<file path="config.mk">
export PLATFORM = sky130hd
export DESIGN_NAME = fifo_encoder
export DESIGN_NICKNAME = d
export VERILOG_FILES = /design/src/rtl/fifo_codec_pkg.sv /design/src/rtl/fifo_ptr_ctl.sv /design/src/rtl/fifo_encoder.sv
export SDC_FILE = /design/constraint.sdc
export NUM_CORES = 1
export LEC_CHECK = 0
export BUFFER_PORTS_ARGS = -buffer_cell sky130_fd_sc_hd__clkbuf_2
export CORE_UTILIZATION = 40
export DETAILED_ROUTE_END_ITERATION = 8
export GPL_ROUTABILITY_DRIVEN = 0
export PLACE_DENSITY = 0.6
export SLEW_MARGIN = 20
export SYNTH_ARGS = -nofsm -noshare
export SYNTH_HDL_FRONTEND = slang
export SYNTH_SLANG_ARGS = --single-unit
</file>
<file path="constraint.sdc">
create_clock -name CLK -period 2.3 [get_ports CLK]
set_input_delay 0.115 -clock CLK [delete_from_list [all_inputs] [get_ports CLK]]
set_output_delay 0.115 -clock CLK [all_outputs]
set_load 0.01 [all_outputs]
</file>
<file path="src/rtl/fifo_codec_pkg.sv">
// Shared definitions for the repeat-pair FIFO encoder/decoder.
// Holds default sizes, the symbol type and the pointer full rule.
package fifo_codec_pkg;

  localparam int unsigned DefDw     = 4;
  localparam int unsigned DefLength = 4;
  localparam int unsigned PtrMaxW   = 16;

  typedef logic [DefDw-1:0] sym_t;

  // Full when the index bits match and the wrap bit (bit aw) differs.
  function automatic logic ptr_full(input logic [PtrMaxW-1:0] rd,
                                    input logic [PtrMaxW-1:0] wr,
                                    input int unsigned        aw);
    logic [PtrMaxW-1:0] diff;
    logic [PtrMaxW-1:0] mask;
    diff = rd ^ wr;
    mask = (PtrMaxW'(1) << aw) - PtrMaxW'(1);
    return ((diff & mask) == '0) && (((diff >> aw) & PtrMaxW'(1)) != '0);
  endfunction

endpackage

</file>
<file path="src/rtl/fifo_ptr_ctl.sv">
// Read/write pointer control with full/empty detection, occupancy and
// the rule that a full FIFO still accepts a write when a read happens.
module fifo_ptr_ctl
  import fifo_codec_pkg::*;
#(
  parameter int unsigned LENGTH = DefLength,
  parameter int unsigned AW     = $clog2(LENGTH)
) (
  input  logic          clk_i,
  input  logic          rst_i,
  input  logic          wr_req_i,
  input  logic          stall_i,
  output logic          wr_en_o,
  output logic          rd_en_o,
  output logic          drop_o,
  output logic [AW-1:0] wr_idx_o,
  output logic [AW-1:0] rd_idx_o,
  output logic [AW:0]   level_o
);

  logic [AW:0] rd_ptr_q, rd_ptr_d;
  logic [AW:0] wr_ptr_q, wr_ptr_d;
  logic        full, empty;

  assign empty = (rd_ptr_q == wr_ptr_q);
  assign full  = ptr_full(PtrMaxW'(rd_ptr_q), PtrMaxW'(wr_ptr_q), AW);

  always_comb begin
    rd_en_o  = !stall_i && !empty;
    wr_en_o  = wr_req_i && (!full || rd_en_o);
    drop_o   = wr_req_i && !wr_en_o;
    rd_ptr_d = rd_ptr_q;
    wr_ptr_d = wr_ptr_q;
    if (rd_en_o) rd_ptr_d = rd_ptr_q + 1'b1;
    if (wr_en_o) wr_ptr_d = wr_ptr_q + 1'b1;
  end

  always_ff @(posedge clk_i) begin
    if (rst_i) begin
      rd_ptr_q <= '0;
      wr_ptr_q <= '0;
    end else begin
      rd_ptr_q <= rd_ptr_d;
      wr_ptr_q <= wr_ptr_d;
    end
  end

  assign wr_idx_o = wr_ptr_q[AW-1:0];
  assign rd_idx_o = rd_ptr_q[AW-1:0];
  assign level_o  = wr_ptr_q - rd_ptr_q;

endmodule

</file>
<file path="src/rtl/fifo_encoder.sv">
// Collapses each two-cycle repeated input symbol into one FIFO entry,
// flags mismatched pairs and dropped pairs, and drains one word per cycle.
module fifo_encoder
  import fifo_codec_pkg::*;
#(
  parameter int unsigned DW     = DefDw,
  parameter int unsigned LENGTH = DefLength,
  parameter int unsigned AW     = $clog2(LENGTH)
) (
  input  logic          CLK,
  input  logic          RST,
  input  logic          EN,
  input  logic [DW-1:0] DIN,
  input  logic          STALL,
  output logic [DW-1:0] DOUT,
  output logic          DOUT_VALID,
  output logic [AW:0]   LEVEL,
  output logic          PAIR_ERR,
  output logic          OVF
);

  logic          phase_q, phase_d;
  logic [DW-1:0] hold_q, hold_d;
  logic [DW-1:0] dout_q, dout_d;
  logic          dout_valid_q, dout_valid_d;
  logic          pair_err_q, pair_err_d;
  logic          ovf_q, ovf_d;
  logic          pair_done;
  logic          wr_en, rd_en, drop;
  logic [AW-1:0] wr_idx, rd_idx;
  logic [DW-1:0] mem [LENGTH];

  assign pair_done = EN && phase_q;

  fifo_ptr_ctl #(
    .LENGTH (LENGTH),
    .AW     (AW)
  ) u_ptr_ctl (
    .clk_i    (CLK),
    .rst_i    (RST),
    .wr_req_i (pair_done),
    .stall_i  (STALL),
    .wr_en_o  (wr_en),
    .rd_en_o  (rd_en),
    .drop_o   (drop),
    .wr_idx_o (wr_idx),
    .rd_idx_o (rd_idx),
    .level_o  (LEVEL)
  );

  always_comb begin
    // A gap in EN abandons any half-received pair.
    phase_d      = EN ? !phase_q : 1'b0;
    hold_d       = (EN && !phase_q) ? DIN : hold_q;
    pair_err_d   = pair_done && (DIN != hold_q);
    ovf_d        = drop;
    dout_valid_d = rd_en;
    dout_d       = rd_en ? mem[rd_idx] : dout_q;
  end

  always_ff @(posedge CLK) begin
    if (RST) begin
      phase_q      <= 1'b0;
      hold_q       <= '0;
      dout_q       <= '0;
      dout_valid_q <= 1'b0;
      pair_err_q   <= 1'b0;
      ovf_q        <= 1'b0;
    end else begin
      phase_q      <= phase_d;
      hold_q       <= hold_d;
      dout_q       <= dout_d;
      dout_valid_q <= dout_valid_d;
      pair_err_q   <= pair_err_d;
      ovf_q        <= ovf_d;
    end
  end

  // Storage is not reset; the pointers alone define valid contents.
  always_ff @(posedge CLK) begin
    if (!RST && wr_en) mem[wr_idx] <= hold_q;
  end

  assign DOUT       = dout_q;
  assign DOUT_VALID = dout_valid_q;
  assign PAIR_ERR   = pair_err_q;
  assign OVF        = ovf_q;

endmodule

</file>
# ---- Word level (Yosys, flattened, before mapping)
# Memory sizes are Yosys's and may differ from the RTL's. A register that Yosys moved wholly into a read port is not among the register bits.
# Index checks and enable logic that the tools add are counted.
dict set report word_totals {
  mem_count 1
  regBits 14
  ramBits 16
}
dict set report classes {
  eq_ne 2
  mux 2
  bitwise_logic 2
  n_addsub 3
  n_reduce_logical 17
}
# memory depth word_bits read_ports rd_ports_with_merged_regs wr line_no
set mem_list {}
lappend mem_list {mem 4 4 1 1 1 fifo_encoder.sv:31} ;# logic [DW-1:0] mem [LENGTH];
# operator n
set op_table {}
lappend op_table {{zero test 16 bit} 1}
lappend op_table {{logical AND 1 bit} 8}
lappend op_table {{adder 3 x 1 -> 3 bit (second input constant)} 2}
lappend op_table {{zero test 1 bit} 6}
lappend op_table {{!= test 4 bit} 1}
lappend op_table {{== test 3 bit} 1}
lappend op_table {{subtractor 3 bit} 1}
lappend op_table {{bitwise XOR 3 bit} 1}
lappend op_table {{two-way mux 1 bit} 2}
lappend op_table {{OR reduction 2 bit} 1}
lappend op_table {{logical OR 1 bit} 1}
lappend op_table {{NOT 1 bit} 1}

# ---- Longest topological paths before layout
# Gate-level depths: netlist of the first run.
dict set report depth {
  word_depth 9
  depth_mapped 6
  depth_no_buf 5
}

# ---- Cells and area by module
# A second synthesis of the first run with hierarchy kept.
dict set report unflattened {
  hier_cells 117
  area_unflattened_um2 1530.2
}
# mod cells_per_inst area_per_inst_um2 n_inst seq_area_each_um2
set by_module_without_submodules {}
lappend by_module_without_submodules {fifo_encoder 68 1066.0 1 720.7}
lappend by_module_without_submodules {fifo_ptr_ctl 49 464.2 1 120.1}

# ---- Least setup slack after synthesis of the first run
# OpenSTA, ideal clock, no wires.
dict set report synth_timing {
  path_kind {reg-to-reg}
  startpoint {register u_ptr_ctl.rd_ptr_q[1]}
  endpoint {memory mem[3][0] (netlist bit) (enable)}
  stages_incl_launch_ff 7
  period_less_slack_ns 1.942
  arrival_ns 1.610
  slack_ns 0.358
  path_buffers 1
  required_ns 1.968
  setup_time_ns 0.332
  path_cell_list {dfxtp_1 > inv_1 > ha_1 > and2_0 > clkbuf_1 > a31oi_1 > nor2b_1}
}
dict set report synth_between {
  elab_chain_cells 9
  elab_cells_between_ends 12
}
# element line_no
set synth_lines {}
lappend synth_lines {{from (decl)} fifo_ptr_ctl.sv:21} ;# logic [AW:0] rd_ptr_q, rd_ptr_d;
lappend synth_lines {{from (signal assigned)} fifo_ptr_ctl.sv:43} ;# rd_ptr_q <= rd_ptr_d;
lappend synth_lines {{bitwise XOR 3 bit} fifo_codec_pkg.sv:17} ;# diff = rd ^ wr;
lappend synth_lines {{zero test 16 bit} fifo_codec_pkg.sv:19} ;# return ((diff & mask) == '0) && (((diff >> aw) & PtrMaxW'(1)) != '0);
lappend synth_lines {{logical AND 1 bit} fifo_codec_pkg.sv:19}
lappend synth_lines {{zero test 1 bit} fifo_ptr_ctl.sv:30} ;# wr_en_o = wr_req_i && (!full || rd_en_o);
lappend synth_lines {{logical OR 1 bit (*)} fifo_ptr_ctl.sv:30}
lappend synth_lines {{logical AND 1 bit (*)} fifo_ptr_ctl.sv:30}
lappend synth_lines {{logical AND 1 bit (*)} fifo_encoder.sv:81} ;# if (!RST && wr_en) mem[wr_idx] <= hold_q;
lappend synth_lines {{two-way mux 1 bit (*)} fifo_encoder.sv:81}
lappend synth_lines {{two-way mux 1 bit (implied by the code) (*)} fifo_encoder.sv:81}
lappend synth_lines {{to (decl)} fifo_encoder.sv:31}
# Mark *: on every way between the ends. The rest lies on a longest branch, timed or not.

# ---- Worst setup path after layout of the first run
dict set report layout_timing {
  startpoint {register u_ptr_ctl.wr_ptr_q[0]}
  endpoint {memory mem[3][3] (netlist bit) (enable)}
}
dict set report layout_between {
  elab_chain_cells 9
  elab_cells_between_ends 12
}
# element line_no
set layout_lines {}
lappend layout_lines {{from (decl)} fifo_ptr_ctl.sv:22} ;# logic [AW:0] wr_ptr_q, wr_ptr_d;
lappend layout_lines {{from (signal assigned)} fifo_ptr_ctl.sv:44} ;# wr_ptr_q <= wr_ptr_d;
lappend layout_lines {{bitwise XOR 3 bit} fifo_codec_pkg.sv:17}
lappend layout_lines {{zero test 16 bit} fifo_codec_pkg.sv:19}
lappend layout_lines {{logical AND 1 bit} fifo_codec_pkg.sv:19}
lappend layout_lines {{zero test 1 bit} fifo_ptr_ctl.sv:30}
lappend layout_lines {{logical OR 1 bit} fifo_ptr_ctl.sv:30}
lappend layout_lines {{logical AND 1 bit} fifo_ptr_ctl.sv:30}
lappend layout_lines {{logical AND 1 bit} fifo_encoder.sv:81}
lappend layout_lines {{two-way mux 1 bit} fifo_encoder.sv:81}
lappend layout_lines {{two-way mux 1 bit (implied by the code)} fifo_encoder.sv:81}
# Parallel ways exist; a longest one is shown, timed or not.

==> metrics.cfg, run 1 <==
[sta]
tns_ns=0
finalMaxSlewViolations=0
slew_headroom_pct=65.8
setup_violations=0
fmax_mhz=485
rsz0062_at_grt=no
worst_slew_pin_slew_ns=0.513
min_period_ns=2.06
hold_slack_ns=0.103
clock_skew_ns=0.00539
finalWorstSetupSlack_ns=0.237
timing_hold_violations_final=0
period_share_pct=89.7

[cts]
cts_tree=done
cts-root-buf=clkbuf_8
cts_buffers=5
clkLatencyLatePin_ns=0.28
clk_pin_slew_ns=0.07
post_cts_resized=0
cts_buffer_depth=2
holdBufCountCts=0
postCtsSetupBuffers=0
h-tree-depth=2
clock-sinks=34

[setup_path]
timing.rr.end=mem[3][3]
end_kind=register
path_max_fanout=7
reg2reg_depth=5
crit_family=simple AND/OR/NAND/NOR gates
worst_setup_path_start_kind=register
crit_path_max_incr_delay_ns=0.37
reg2reg_from=u_ptr_ctl.wr_ptr_q[0]
worstPathCellList=inv_1 > ha_1 > and2_0 > a31oi_1 > nor2b_1
regToRegSetupSlack_ns=0.24
critical_path_class=reg2reg
crit_buf_inv=1
slowest_stage=dfxtp_1
required_ns=2.25
critical_path_arrival_ns=2.02

[floorplan]
die_w_um=64.8
fp.coreArea_um2=3720
die_h_um=64.8
boundaryPins=18
row_count=22
die-area_um2=4200
start_util_pct=42.4

[layout]
fin_util_pct=48.4
fin_area_um2=1800
layout-area-overhead-vs-synth_pct=14.0
multi_input_area_um2=688
fill_cells=355
drive_gt1_share_pct=22.8
fin_cells=197
num_antenna_cells=0
nNetsFinal=164
regArea_um2=841

[yosys]
synth_area_leaders=edfxtp_1, dfxtp_1, mux4_2, ha_1, mux2i_1
synth_most_common_cell=dfxtp_1
netlist.top_cell.by_area=edfxtp_1
synth_cells=128
async_flop_share_pct=0
synth-seq-cells=34
synth_cell_types=28
avgSynthCellArea_um2=12.3
seq_area_frac_synth_pct=53.3
synthesis.area_um2=1580
yosysTopAreaCellShare_pct=30.5
synth_ff_type=dfxtp_1
ys_warn_count=0
synth_commonest_cells=dfxtp_1, edfxtp_1, nor2_1
synth_edf_count=16
syn_nets=144

[drt]
ant_nets=0
drt_iter0_drc=25
num_vias=1005
wl_per_cell_um=15.2
drc=0
wirelength_um=3000
drtPass1Iterations=4
via_per_inst=5.10

[global_routing]
globalRouteTotalUtil_pct=16.7
antenna_found_initial=0
grt_max_degree=28
grt_pass1_wl_um=4960
grt_pass1_vias=1015
grt.overflow.total=0

[power]
vdd_ir_drop_max_v=0.000387
power.leakage_nw=0.730
p_per_area_nw_per_um2=688
total_power_mw=1.24

[place]
post-place-ws_ns=0.249
io_buffers=17
dpl_cell_area_um2=1720
dp_hpwl_um=2250
dp_cells=189

[worst_hold_path]
hold_end=hold_q[3]
hp-class=in2reg
min_path_cells=3
worstHoldStart=DIN[3]

[outcome]
run_status=completed

[flow_run]
max_cap_viol_count=0

[cell families after synthesis]
| group | count (synthesis) | share of synthesized area, % |
|---|---|---|
| DFF | 34 | 53.3 |
| muxes | 14 | 12.6 |
| AOI/OAI and AO/OA | 11 | 5.79 |
| adders and majority gates | 8 | 6.83 |
| xor gates and xnor gates | 7 | 4.37 |
| and+or+nand+nor | 42 | 14.0 |
| buffers and inverters | 12 | 3.02 |
[cell usage in the layout (no fill, tap or decap), drive strengths merged]
cell     n
buf      3
dfxtp   18
clkbuf  23
inv      5
mux2     4
a21oi    2
nor4b    4
and2     4
mux4     4
nand2    6
xor2     1
mux2i    6
ha       7
a41oi    1
nand3    2
nor2b    6
clkinv   2
nand2b   5
fa       1
nor2    14
xnor2    6
a211o    4
a211oi   1
edfxtp  16
nand3b   1
a31oi    3
[layout make-up]
class / count / area share (%)
Tap cell: 48 / 3.34
Multi-Input combinational cell: 82 / 38.3
Timing Repair Buffer: 20 / 5.99
Clock buffer: 6 / 4.04
Inverter: 5 / 1.04
Sequential cell: 34 / 46.8
Clock inverter: 2 / 0.487
[tightest hold or removal path: cells and delay by family]
family / cells / cell delay, ns
AND/OR/NAND/NOR: 1 / 0.07
buffers and inverters: 1 / 0.10
multiplexers: 1 / 0.06
[per-layer routing]
layer / track usage (%) / up-vias / wire length [um] / share of wire, %
li1: - / 487 / - / -
met1: 19.9 / 496 / 1320 / 44
met2: 27.5 / 20 / 1540 / 51
met3: 4.93 / 2 / 115 / 3.8
met4: 8.06 / 0 / 29 / 0.97
met5: 0 / - / 0 / 0
[worst max-delay path by stage]
stage | from | endpoint | slack [ns] | cells past startpoint
after floorplan | u_ptr_ctl.rd_ptr_q[1] | mem[3][0] | 0.36 | 6
after global placement | u_ptr_ctl.wr_ptr_q[0] | mem[3][1] | 0.37 | 5
after detailed placement | u_ptr_ctl.wr_ptr_q[0] | mem[3][1] | 0.25 | 5
after CTS | u_ptr_ctl.wr_ptr_q[0] | mem[3][3] | 0.23 | 5
after global routing | u_ptr_ctl.wr_ptr_q[0] | mem[3][3] | 0.10 | 5
final | u_ptr_ctl.wr_ptr_q[0] | mem[3][3] | 0.24 | 5
[registers in the layout, summed over array words and instances (netlist names)]
register	cells
OVF	1
PAIR_ERR	1
DOUT_VALID	1
DOUT	4
mem	16
u_ptr_ctl.wr_ptr_q	3
u_ptr_ctl.rd_ptr_q	3
phase_q	1
hold_q	4
[where the power goes]
part           total [mW]  switching [mW]  internal (mW)
Clock               0.412           0.204          0.208
Combinational       0.153          0.0812         0.0715
Sequential          0.671          0.0177          0.653
Note: power is estimated with default switching activity, not from simulation.
==> run 2, diff against run 1 <==
- HOLD_SLACK_MARGIN: unset -> 0.15
==> run 2 against run 1 <==
Against the previous run: setup slack worse by 0.0040 ns; total power is 0.43% higher; core utilization is 1.1 points higher; via count is 0.90% higher; global-route usage hardly changed; first-iteration DRC count is 8.0% higher; clock power hardly changed; register-to-register slack hardly changed; sequential power hardly changed; largest cell class unchanged.
==> metrics.cfg, run 2 (same netlist as run 1, synthesis figures left out) <==
[cts]
clk_pin_slew_ns=0.07
clock-sinks=34
cts_buffer_depth=2
post_cts_resized=0
cts-root-buf=clkbuf_8
clkLatencyLatePin_ns=0.28
cts_buffers=5
cts_tree=done
h-tree-depth=2

[setup_path]
crit_path_end=mem[3][3]
reg2reg_depth=5
reg2reg_from=u_ptr_ctl.wr_ptr_q[0]
crit_start=u_ptr_ctl.wr_ptr_q[0]
path_max_fanout=7
timing.rr.end=mem[3][3]
worst_setup_path_start_kind=register
critical_path_class=reg2reg
required_ns=2.25
regToRegSetupSlack_ns=0.23
end_kind=register
critical_path_arrival_ns=2.02

[floorplan]
boundaryPins=18
start_util_pct=42.4
die-area_um2=4200
die_h_um=64.8
die_w_um=64.8
fp.coreArea_um2=3720
row_count=22

[drt]
wl_per_cell_um=15.0
drc=0
dr_wl_met2_um=1550
num_vias=1014
drtPass1Iterations=4
via_per_inst=5.04
drt_iter0_drc=27
wirelength_um=3020
wl_met3_um=110
top_layer_used=met4
wl_met1_um=1330
ant_nets=0

[place]
post-place-ws_ns=0.249
io_buffers=17
dp_hpwl_um=2250

[layout]
mostFrequentLayoutCell=dfxtp_1
num_antenna_cells=0
drive_gt1_share_pct=22.2
fin_util_pct=49.4
largest_reg_flops=16
fill_cells=355
final_cell_mix=dfxtp_1, clkbuf_2, edfxtp_1
largest-register=mem
nNetsFinal=168
layout-area-overhead-vs-synth_pct=16.5

[sta]
slew_headroom_pct=66.9
min_period_ns=2.07
timing_hold_violations_final=0
clock_skew_ns=0.00529
finalMaxSlewViolations=0
period_share_pct=89.9
worst_slew_pin_slew_ns=0.495
rsz0062_at_grt=no
finalWorstSetupSlack_ns=0.233
tns_ns=0
fmax_mhz=484
setup_violations=0

[worst_hold_path]
min_path_cells=3
hp-class=in2reg

[power]
total_power_mw=1.24
vdd_ir_drop_max_v=0.000387
p_per_area_nw_per_um2=676
power.leakage_nw=0.747

[global_routing]
globalRouteTotalUtil_pct=16.8
grt.overflow.total=0
grt_max_degree=28
antenna_found_initial=0
grt_pass1_wl_um=4970
grt_pass1_vias=1019

[flow_run]
max_cap_viol_count=0

[outcome]
run_status=completed

## run 2: how the worst min path moves through the flow
stage	startpoint	to	slack [ns]
floorplan	DIN[0]	hold_q[0]	0.26
global placement	DIN[2]	hold_q[2]	0.38
detailed placement	DIN[1]	hold_q[1]	0.40
CTS	EN	PAIR_ERR	0.21
global route	RST	PAIR_ERR	0.24
finish	EN	PAIR_ERR	0.21
## run 2: cell type report
class	instances	area [um2]	share of cell area, %
inverters	5	18.8	1.02
multi-input cells	82	688	37.5
clock inverters	2	8.76	0.477
clock buffers	6	72.6	3.95
repair buffers	24	148	8.04
well taps	48	60.1	3.27
flip-flops and latches	34	841	45.8
## run 2: where the power goes
group / total (mW) / leakage, nW / internal, mW / switching (mW)
Combinational: 0.158 / 0.409 / 0.0758 / 0.0819
Sequential: 0.671 / 0.295 / 0.653 / 0.0178
Clock: 0.412 / 0.0426 / 0.208 / 0.204
## run 2: critical path: stages (launching register included)
cell	delay, ns
dfxtp_1	0.37
inv_1	0.11
ha_1	0.31
and2_0	0.30
a31oi_1	0.31
nor2b_1	0.33
## run 2: layer usage
metal  up-vias  track usage, %
met5         -               0
met4         0            8.06
met3         2            4.93
met2        20            27.6
met1       498            19.9
li1        494               -
## run 2: timing repair
item                      CTS  global route
hold buffers                4             0
buffers inserted            0             0
hold endpoints to repair    4             0
## run 2: through the flow
stage,instances,hold slack [ns],instance area (um2)
6_report,201,0.214,1840
5_1_grt,201,0.240,1840
4_1_cts,201,0.214,1840
3_5_place_dp,189,0.396,1720
3_3_place_gp,189,0.383,1720
2_1_floorplan,128,0.262,1580
==> run 3, diff against run 2 <==
- CORE_ASPECT_RATIO: unset -> 2
==> run 3 against run 2 <==
Against the previous run: combinational power about the same; design area up 0.75%; cell count up 1.5%; global-route usage up 1.6 points; setup slack worse by 0.048 ns; sequential power about the same; via count up 0.49%; critical path depth unchanged; sequential share of layout area down 0.34 points; register-to-register slack worse by 0.05 ns; wire length up 9.9%; flip-flop and latch count unchanged.
==> metrics.cfg, run 3 (same netlist as run 1, synthesis figures left out) <==
[global_routing]
antenna_found_initial=0
grt_pass1_wl_um=5240
grt.overflow.total=0
globalRouteTotalUtil_pct=18.4
grt_pass1_vias=1065
grt_max_degree=28

[sta]
clock_skew_ns=0.00795
worst_slew_pin_slew_ns=0.500
min_period_ns=2.11
tns_ns=0
slew_headroom_pct=66.6
setup_violations=0
timing_hold_violations_final=0
finalMaxSlewViolations=0
period_share_pct=91.9
rsz0062_at_grt=no
fmax_mhz=473

[cts]
cts_buffers=5
postCtsSetupBuffers=0
post_cts_resized=0
cts-root-buf=clkbuf_8
clock-sinks=34
cts_buffer_depth=2
clkLatencyLatePin_ns=0.28
h-tree-depth=2
cts_tree=done
clk_pin_slew_ns=0.07
holdBufCountCts=4

[layout]
regArea_um2=841
fin_util_pct=48.7
mostFrequentLayoutCell=dfxtp_1
layout-area-overhead-vs-synth_pct=17.4
drive_gt1_share_pct=22.9
final_cell_mix=dfxtp_1, clkbuf_2, edfxtp_1
nNetsFinal=168
largest-register=mem
largest_reg_flops=16
fill_cells=363
num_antenna_cells=0
multi_input_area_um2=688

[drt]
via_per_inst=5.00
ant_nets=0
drt_iter0_drc=32
drtPass1Iterations=4
wirelength_um=3320
drc=0
wl_per_cell_um=16.3
num_vias=1019

[floorplan]
die-area_um2=4210
row_count=32
die_h_um=90.8
die_w_um=46.4
fp.coreArea_um2=3800
start_util_pct=41.4
boundaryPins=18

[setup_path]
critical_path_arrival_ns=2.06
timing.rr.end=mem[3][0]
regToRegSetupSlack_ns=0.19
worst_setup_path_start_kind=register
reg2reg_depth=5
path_max_fanout=7
reg2reg_from=u_ptr_ctl.wr_ptr_q[0]
end_kind=register
crit_path_end=mem[3][0]
required_ns=2.25
crit_start=u_ptr_ctl.wr_ptr_q[0]
critical_path_class=reg2reg

[place]
io_buffers=17
dp_hpwl_um=2560

[power]
power.leakage_nw=0.752
p_per_area_nw_per_um2=689
total_power_mw=1.28
vdd_ir_drop_max_v=0.000487

[worst_hold_path]
hp-class=in2reg
min_path_cells=3

[flow_run]
max_cap_viol_count=0

[outcome]
run_status=completed

## run 3: cell count changes in the layout (fill, tap and decap cells not counted), sizes merged
cell and change:
clkbuf +1, clkinv -1
## run 3: routing by layer
layer,share of wire [%],GRT usage [%]
met5,0,0
met4,2.5,9.31
met1,32,16.3
met2,62,33.7
met3,3.3,5.00
## run 3: critical path: stages (launching register included)
cell	delay, ns
dfxtp_1	0.39
inv_1	0.12
ha_1	0.31
and2_0	0.31
a31oi_1	0.28
nor2b_1	0.36
## run 3: worst min path at each step
stage                     startpoint   endpoint
after global placement        DIN[2]  hold_q[2]
after floorplan               DIN[0]  hold_q[0]
final                             EN        OVF
after detailed placement      DIN[3]  hold_q[3]
after global routing              EN        OVF
after CTS                         EN        OVF
## run 3: where the power goes
part	internal (mW)	switching, mW
Sequential	0.653	0.0183
Clock	0.241	0.202
Combinational	0.0757	0.0857
Total	0.970	0.306
## run 3: area by class of cell
type                       instances  area share, %
clock inverter                     1          0.270
clock buffer                       7           4.67
inverter                           5           1.01
multi-input combinational         82           37.2
timing repair buffer              24           7.98
sequential                        34           45.4
tap                               51           3.45
## run 3: per-stage QoR
stage | instances | hold WS, ns | cell area [um2] | worst slack (ns)
global placement | 192 | 0.377 | 1720 | 0.314
floorplan | 128 | 0.262 | 1580 | 0.358
detailed placement | 192 | 0.388 | 1720 | 0.225
global route | 204 | 0.232 | 1850 | 0.0759
finish | 204 | 0.217 | 1850 | 0.186
CTS | 204 | 0.211 | 1850 | 0.186
